### src/rtl/wr_pntrs_and_full.sv
`default_nettype none
// ============================================================================
//  Module      : wr_pntrs_and_full
//  Description : Write-side pointer, Gray pointer, full flag and fill level of
//                a dual-clock FIFO. Optional almost-full output is enabled by
//                defining the macro WR_ALMOST_FULL_EN.
//  Revision    : 1.0 - initial release
// ============================================================================
module wr_pntrs_and_full #(
    parameter int DWIDTH = 8,
    parameter int AWIDTH = 3
`ifdef WR_ALMOST_FULL_EN
    ,
    parameter int ALMOST_FULL_LVL = 2**AWIDTH - 2
`endif
) (
    input  logic              wr_clk_i,
    input  logic              aclr_i,
    input  logic              wr_req_i,
    input  logic [AWIDTH:0]   rd_pntr_gray_i,
    output logic [AWIDTH-1:0] wr_pntr_o,
    output logic [AWIDTH:0]   wr_pntr_gray_rd_o,
    output logic              wr_full_o,
    output logic [AWIDTH:0]   wr_usedw_o
`ifdef WR_ALMOST_FULL_EN
    ,
    output logic              wr_almost_full_o
`endif
);

    if (AWIDTH < 2 || DWIDTH < 1) begin : g_param_check
        $error("wr_pntrs_and_full: AWIDTH must be >= 2 and DWIDTH >= 1");
    end

    logic [AWIDTH:0] r_wr_pntr_bin;
    logic [AWIDTH:0] w_wr_pntr_bin_next;
    logic [AWIDTH:0] w_wr_pntr_gray_next;
    logic [AWIDTH:0] w_rd_pntr_bin;
    logic [AWIDTH:0] w_usedw_next;
    logic [AWIDTH:0] w_full_pattern;
    logic            w_wr_en;
    logic            w_full_next;

    assign w_wr_en             = wr_req_i & ~wr_full_o;
    assign w_wr_pntr_bin_next  = r_wr_pntr_bin + {{AWIDTH{1'b0}}, w_wr_en};
    assign w_wr_pntr_gray_next = w_wr_pntr_bin_next ^ (w_wr_pntr_bin_next >> 1);

    // Gray->binary: bit i is the XOR of all Gray bits from the MSB down to i.
    always_comb begin
        w_rd_pntr_bin = '0;
        for (int i = 0; i <= AWIDTH; i++) begin
            w_rd_pntr_bin[i] = ^(rd_pntr_gray_i >> i);
        end
    end

    // Full when the write pointer is exactly one lap ahead of the read pointer;
    // in Gray code that is the read pointer with its two MSBs inverted.
    assign w_full_pattern = {~rd_pntr_gray_i[AWIDTH:AWIDTH-1], rd_pntr_gray_i[AWIDTH-2:0]};
    assign w_full_next    = (w_wr_pntr_gray_next == w_full_pattern);
    assign w_usedw_next   = w_wr_pntr_bin_next - w_rd_pntr_bin;

    always_ff @(posedge wr_clk_i or posedge aclr_i) begin
        if (aclr_i) begin
            r_wr_pntr_bin     <= '0;
            wr_pntr_gray_rd_o <= '0;
            wr_full_o         <= 1'b0;
            wr_usedw_o        <= '0;
        end else begin
            r_wr_pntr_bin     <= w_wr_pntr_bin_next;
            wr_pntr_gray_rd_o <= w_wr_pntr_gray_next;
            wr_full_o         <= w_full_next;
            wr_usedw_o        <= w_usedw_next;
        end
    end

    assign wr_pntr_o = r_wr_pntr_bin[AWIDTH-1:0];

`ifdef WR_ALMOST_FULL_EN
    localparam logic [AWIDTH:0] C_AF_LVL = (AWIDTH + 1)'(ALMOST_FULL_LVL);

    always_ff @(posedge wr_clk_i or posedge aclr_i) begin
        if (aclr_i) begin
            wr_almost_full_o <= 1'b0;
        end else begin
            wr_almost_full_o <= (w_usedw_next >= C_AF_LVL);
        end
    end
`endif

endmodule
`default_nettype wire

### config.mk
export PLATFORM = sky130hd
export DESIGN_NAME = wr_pntrs_and_full
export DESIGN_NICKNAME = d
export VERILOG_FILES = /design/src/rtl/wr_pntrs_and_full.sv
export SDC_FILE = /design/constraint.sdc
export NUM_CORES = 1
export LEC_CHECK = 0
export CAP_MARGIN = 20
export CORE_UTILIZATION = 36
export CTS_CLUSTER_SIZE = 25
export DETAILED_ROUTE_END_ITERATION = 6
export SETUP_SLACK_MARGIN = 0.1
export SLEW_MARGIN = 20
export SYNTH_ARGS = -nofsm -noshare
export SYNTH_HDL_FRONTEND = slang
export SYNTH_SLANG_ARGS = --single-unit
### constraint.sdc
create_clock -name wr_clk_i -period 3.66 [get_ports wr_clk_i]
set_input_delay 0.732 -clock wr_clk_i [delete_from_list [all_inputs] [get_ports wr_clk_i]]
set_output_delay 0.732 -clock wr_clk_i [all_outputs]
set_load 0.03 [all_outputs]
==> flow_summary_export.csv, run 1 <==
group,metric,value,unit
global_routing,grt_max_degree,13,
timing,timing.fmax,359.5,MHz
clocking,postCtsSetupBuffers,0,
floorplan,die_h,43.48,microns
worst_setup_path,cp_max_fo,5,
drt,via_per_inst,4.865,
drt,finalWirelength,1060,microns
worst_setup_path,r2r_setup_slack,1690,ps
timing,final-hold-violation-count,0,
finish,nFillCells,142,
timing,final.setup_skew,4.967,ps
timing,finalCritPeriodShare,75.99,%
worst_setup_path,cp-start-kind,"primary input",
timing,tns,0,ps
clocking,hold_buffers,0,
synth,synth_area_per_cell,11.91,sq um
worst_setup_path,crit_end,"wr_usedw_o[3]",
synth,ys_top_cells_by_count,"dfrtp_1 (12), xnor2_1 (10), inv_1 (5), xor2_1 (5), ha_1 (4)",
synth,yosysSeqAreaShare,48.48,%
global_routing,grt_antenna_before_repair,0,
run,max-cap-violations,0,
floorplan,die_w,43.48,microns
synth,netlist_top_cells_area,"dfrtp_1 (48%), xnor2_1 (14%), ha_1 (8.1%), xor2_1 (7.1%), inv_1 (3.0%)",
finish,drive_gt1_share,9.589,%
worst_setup_path,crit_chain,"clkdlybuf4s50_1 -> xor2_1 -> xnor2_1 -> xnor2_1 -> ha_1 -> nor2b_1 -> maj3_1 -> a21oi_1 -> xor2_1",
worst_setup_path,slowest_delay,500,ps
synth,ys_warn_count,0,
worst_setup_path,crit_arrival,2970,ps
finish,seqCellArea,300.3,sq um
clocking,htreeDepth,1,
synth,yosys.area.top_type,"dfrtp_1",
floorplan,ios,19,
hold_path,whs_path_depth,1,
drt,post-route-drc-count,6,
placement,io_buffers,18,
global_routing,grtUsageTotal,14.04,%
floorplan,rows,14,
global_routing,grt_pass1_vias,415,
global_routing,grt_pass1_wl,1835,microns
synth,postSynthCellCount,52,
clocking,cts-root-buf,"clkbuf_4",
finish,syn_to_final_growth,37.37,%
status,status,"finished with violations",
clocking,insertion_delay,270,ps
worst_setup_path,worstSetupPathType,"in2reg",
drt,wl_per_cell,11.91,microns
floorplan,core_area,0.001559,sq mm
synth,syn_area,619.3,sq um
clocking,clk_pin_slew,70,ps
timing,tightest_slew,446.2,ps
worst_setup_path,worst_setup_path_end_kind,"flip-flop",
timing,max-slew-margin-rel,70.16,%
floorplan,dieArea,0.001890,sq mm
timing,fin_crit,2781,ps
worst_setup_path,reg2reg_to,"wr_usedw_o[3]",
clocking,clockBufferDepth,2,
drt,first_pass_iters,6,
worst_setup_path,slowest_stage,"clkdlybuf4s50_1",
status,violations,"DRC",
finish,n_antenna_cell,0,
hold_path,hp-class,"reg2reg",
worst_setup_path,r2r_cells,7,
synth,synth-edff-count,0,
clocking,clock_sinks,12,
finish,fin_nets,85,
worst_setup_path,regToRegStartpoint,"wr_full_o",
timing,finalMaxSlewViolations,0,
worst_setup_path,critical_path.startpoint,"rd_pntr_gray_i[2]",
finish,multi_input_area,295.3,sq um
placement,gp_congestion,0.6248,
synth,ys_ff_latch,12,
placement,hpwl,821.3,microns
timing,hold-worst-slack,590.2,ps
timing,setup_viol,0,
drt,drt_iter0_drc,12,
placement,preCtsSetupSlack,603.9,ps
worst_setup_path,cp.required,3850,ps
timing,fin_ws,878.7,ps
synth,synth_top_area_share,48.48,%
synth,ys.flop_type,"dfrtp_1",
synth,syn_nets,63,
synth,async_flop_share,100.0,%
floorplan,start_util,39.73,%
synth,synth.distinct_cells,18,
clocking,postCtsResizedCells,0,
synth,synth_most_common_cell,"dfrtp_1",
drt,drt.antenna.violating_nets,0,
timing,rsz0062_at_grt,"false",
clocking,cts_tree,"yes",
clocking,cts_buffers,3,
global_routing,overflow,0,
drt,vias,433,
-- critical path: cells and delay by family --
| kind | cells | cell delay, ps |
|---|---|---|
| AO/OA/AOI/OAI | 1 | 150 |
| XOR/XNOR | 4 | 910 |
| adder cells (fa/ha/maj) | 2 | 540 |
| buffers and inverters | 1 | 500 |
| AND/OR/NAND/NOR | 1 | 130 |
-- through the flow --
stage / cells / util (%) / area (sq um)
3_3_place_gp: 85 / 52.25 / 814.5
3_5_place_dp: 85 / 52.25 / 814.5
4_1_cts: 89 / 54.57 / 850.8
6_report: 89 / 54.57 / 850.8
5_1_grt: 89 / 54.57 / 850.8
2_1_floorplan: 52 / - / 619.3
-- placed cells by master (no fill, tap or decap) --
cell,Yosys,layout
clkdlybuf4s50_1,0,18
dfrtp_1,12,12
xnor2_1,10,10
inv_1,5,5
xor2_1,5,5
ha_1,4,4
clkbuf_4,0,3
nand3_1,2,2
nand2_1,2,2
nor2b_1,2,2
xnor2_2,1,1
mux2_2,1,1
maj3_1,1,1
a21oi_1,1,1
o21ai_0,1,1
mux2i_1,1,1
a21boi_0,1,1
or3_1,1,1
a211oi_2,1,1
clkbuf_8,0,1
-- registers in the layout (all words and copies together), names as in the netlist --
register	count
r_wr_pntr_bin	4
wr_full_o	1
wr_pntr_gray_rd_o	3
wr_usedw_o	4
-- layout make-up --
type                    count  area share (%)
multi-input cells          34           34.71
inverters                   5           2.206
clock buffers               4           4.265
repair buffers             18           21.18
well taps                  16           2.353
flip-flops and latches     12           35.29
-- layer usage --
| layer | share of wire, % | GRT usage, % | vias up |
|---|---|---|---|
| met4 | 3.3 | 11.25 | 0 |
| met2 | 47 | 20.30 | 16 |
| li1 | - | - | 209 |
| met1 | 45 | 18.40 | 204 |
| met3 | 4.2 | 2.500 | 4 |
| met5 | 0 | 0 | - |
-- kinds of logic (layout without fill, tap and decap cells) --
family	Yosys count	after routing	share of synthesized area (%)
compound gates	4	4	4.847
xor+xnor	16	16	23.84
fa+ha+maj	5	5	9.697
buf+inv	6	27	3.838
flops	12	12	48.49
mux	2	2	3.434
simple gates	7	7	5.859
-- worst min path at each step --
stage / endpoint / slack [ps] / from
floorplan: r_wr_pntr_bin[0] / 600 / aclr_i
global placement: r_wr_pntr_bin[3] / 570 / r_wr_pntr_bin[3]
detailed placement: r_wr_pntr_bin[3] / 580 / r_wr_pntr_bin[3]
CTS: r_wr_pntr_bin[3] / 600 / r_wr_pntr_bin[3]
global route: r_wr_pntr_bin[3] / 620 / r_wr_pntr_bin[3]
finish: r_wr_pntr_bin[3] / 590 / r_wr_pntr_bin[3]
Power of run 1 is not shown: default switching activity piles up to over one toggle a cycle in this logic, so the estimate is an artifact.
==> inputs of run 2 (changes only) <==
Settings changed: PLACE_DENSITY from default to 0.67.
Clock period 3.66 ns to 2.34 ns, I/O delays scaled along.
==> flow_summary_export.csv, run 2 (synthesized netlist as in run 1, its figures left out) <==
group,metric,value,unit
timing,final.setup_skew,0.4338,ps
clocking,clockBufferDepth,2,
finish,n_antenna_cell,0,
worst_setup_path,cp-start-kind,"primary input",
global_routing,grt-busiest-layer,"met2",
finish,most-common-layout-cells,"clkdlybuf4s50_1 (16), dfrtp_1 (12), buf_4 (11), xnor2_1 (9), inv_1 (5)",
worst_setup_path,cp.required,2530,ps
clocking,clock_sinks,12,
status,violations,"DRC",
global_routing,grt_pass1_vias,470,
drt,post-route-drc-count,6,
worst_setup_path,slowest_delay,390,ps
timing,finalCritPeriodShare,91.01,%
timing,timing.fmax,469.5,MHz
drt,vias,465,
floorplan,rows,14,
timing,max-slew-margin-rel,71.82,%
timing,rsz0062_at_grt,"false",
clocking,cts-root-buf,"clkbuf_4",
drt,wl_per_cell,11.42,microns
timing,fin_ws,210.3,ps
placement,preCtsSetupSlack,-230.0,ps
floorplan,die_h,43.48,microns
global_routing,grt_max_degree,13,
status,status,"finished with violations",
floorplan,ios,19,
timing,fin_crit,2130,ps
worst_setup_path,worstSetupPathType,"in2reg",
placement,hpwl,945.9,microns
worst_setup_path,worst_setup_path_end_kind,"flip-flop",
finish,reg_top3,"r_wr_pntr_bin x4, wr_usedw_o x4, wr_pntr_gray_rd_o x3",
finish,final_common_cell,"clkdlybuf4s50_1",
finish,drive_gt1_share,29.76,%
drt,drt.antenna.violating_nets,0,
clocking,cts_buffers,3,
worst_setup_path,cp_max_fo,2,
floorplan,die_w,43.48,microns
global_routing,overflow,0,
placement,place_inst,95,
worst_setup_path,crit_chain,"clkdlybuf4s50_1 -> nor2b_2 -> ha_2 -> inv_1 -> ha_1 -> nor2b_1 -> maj3_2 -> a21oi_2 -> xor2_1",
global_routing,grtUsageTotal,15.66,%
timing,setup_viol,0,
hold_path,hp-class,"in2async",
clocking,clk_pin_slew,70,ps
clocking,insertion_delay,260,ps
drt,via_per_inst,4.650,
timing,finalMaxSlewViolations,0,
clocking,htreeDepth,1,
finish,syn_to_final_growth,55.35,%
finish,utilization,61.72,%
run,max-cap-violations,0,
placement,gp_congestion,0.6949,
clocking,cts_tree,"yes",
floorplan,core_area,0.001559,sq mm
finish,fin_nets,96,
drt,first_pass_iters,6,
drt,drt_iter0_drc,9,
global_routing,grt_pass1_wl,2028,microns
floorplan,start_util,39.73,%
global_routing,grt_use_met3,2.500,%
finish,fin_cells,100,
timing,tightest_slew,422.3,ps
floorplan,dieArea,0.001890,sq mm
global_routing,met2_usage,25.45,%
worst_setup_path,crit_arrival,2320,ps
worst_setup_path,slowest_stage,"clkdlybuf4s50_1",
timing,final-hold-violation-count,0,
placement,io_buffers,18,
drt,finalWirelength,1142,microns
timing,hold-worst-slack,496.4,ps
global_routing,grt_use_met1,18.01,%
global_routing,grt_antenna_before_repair,0,
run 2: changes by cell type in the layout (fill, tap and decap cells not counted), moves of 2 or more:
cell / delta
ha_2: +2
ha_1: -2
clkdlybuf4s50_1: -2
buf_4: +11
run 2: path summary, 6_finish.rpt:
check                            startpoint              endpoint  slack [ps]  depth (start not counted)
setup reg to reg                  wr_full_o             wr_full_o         510                          6
hold / removal                       aclr_i         wr_usedw_o[1]         500                          2
max in group asynchronous            aclr_i  wr_pntr_gray_rd_o[2]        1550                          2
hold reg to reg            r_wr_pntr_bin[3]      r_wr_pntr_bin[3]         580                          1
setup / recovery                   wr_req_i         wr_usedw_o[3]         210                          9
min in group wr_clk_i      r_wr_pntr_bin[3]      r_wr_pntr_bin[3]         580                          1
run 2: area by class of cell:
cell class / count / area [sq um]
clock buffer: 4 / 36.28
fill: 137 / 596.8
inverter: 5 / 18.77
multi-input combinational: 34 / 322.8
sequential: 12 / 300.3
tap: 16 / 20.02
timing repair buffer: 29 / 264.0
run 2: timing repair:
item,in CTS,in global routing
pin swaps,1,2
resized for setup,4,5
setup buffers,0,1
setup endpoints to repair,1,3
hold buffers,0,0
run 2: through the flow:
| stage | setup TNS [ps] | cell area [sq um] |
|---|---|---|
| final | 0 | 962.2 |
| after global routing | 0 | 962.2 |
| after CTS | 0 | 943.4 |
| after detailed placement | -478.0 | 889.6 |
| after global placement | -357.3 | 889.6 |
| after floorplan | 0 | 619.3 |
run 2: routing by layer:
metal  vias to the layer above  part of all wire, %  wire [microns]
met4                         0                  2.4              27
met1                       223                   42             484
met3                         2                  2.5              28
met2                        11                   53             601
met5                         -                    0               0
li1                        229                    -               -
run 2: worst max-delay path: cells and delay by family:
kind	cells	cell delay, ps
AO/OA/AOI/OAI	1	130
XOR/XNOR	1	160
adder cells (fa/ha/maj)	3	840
buffers and inverters	2	440
AND/OR/NAND/NOR	2	280
Power of run 2 is left out for the same reason.
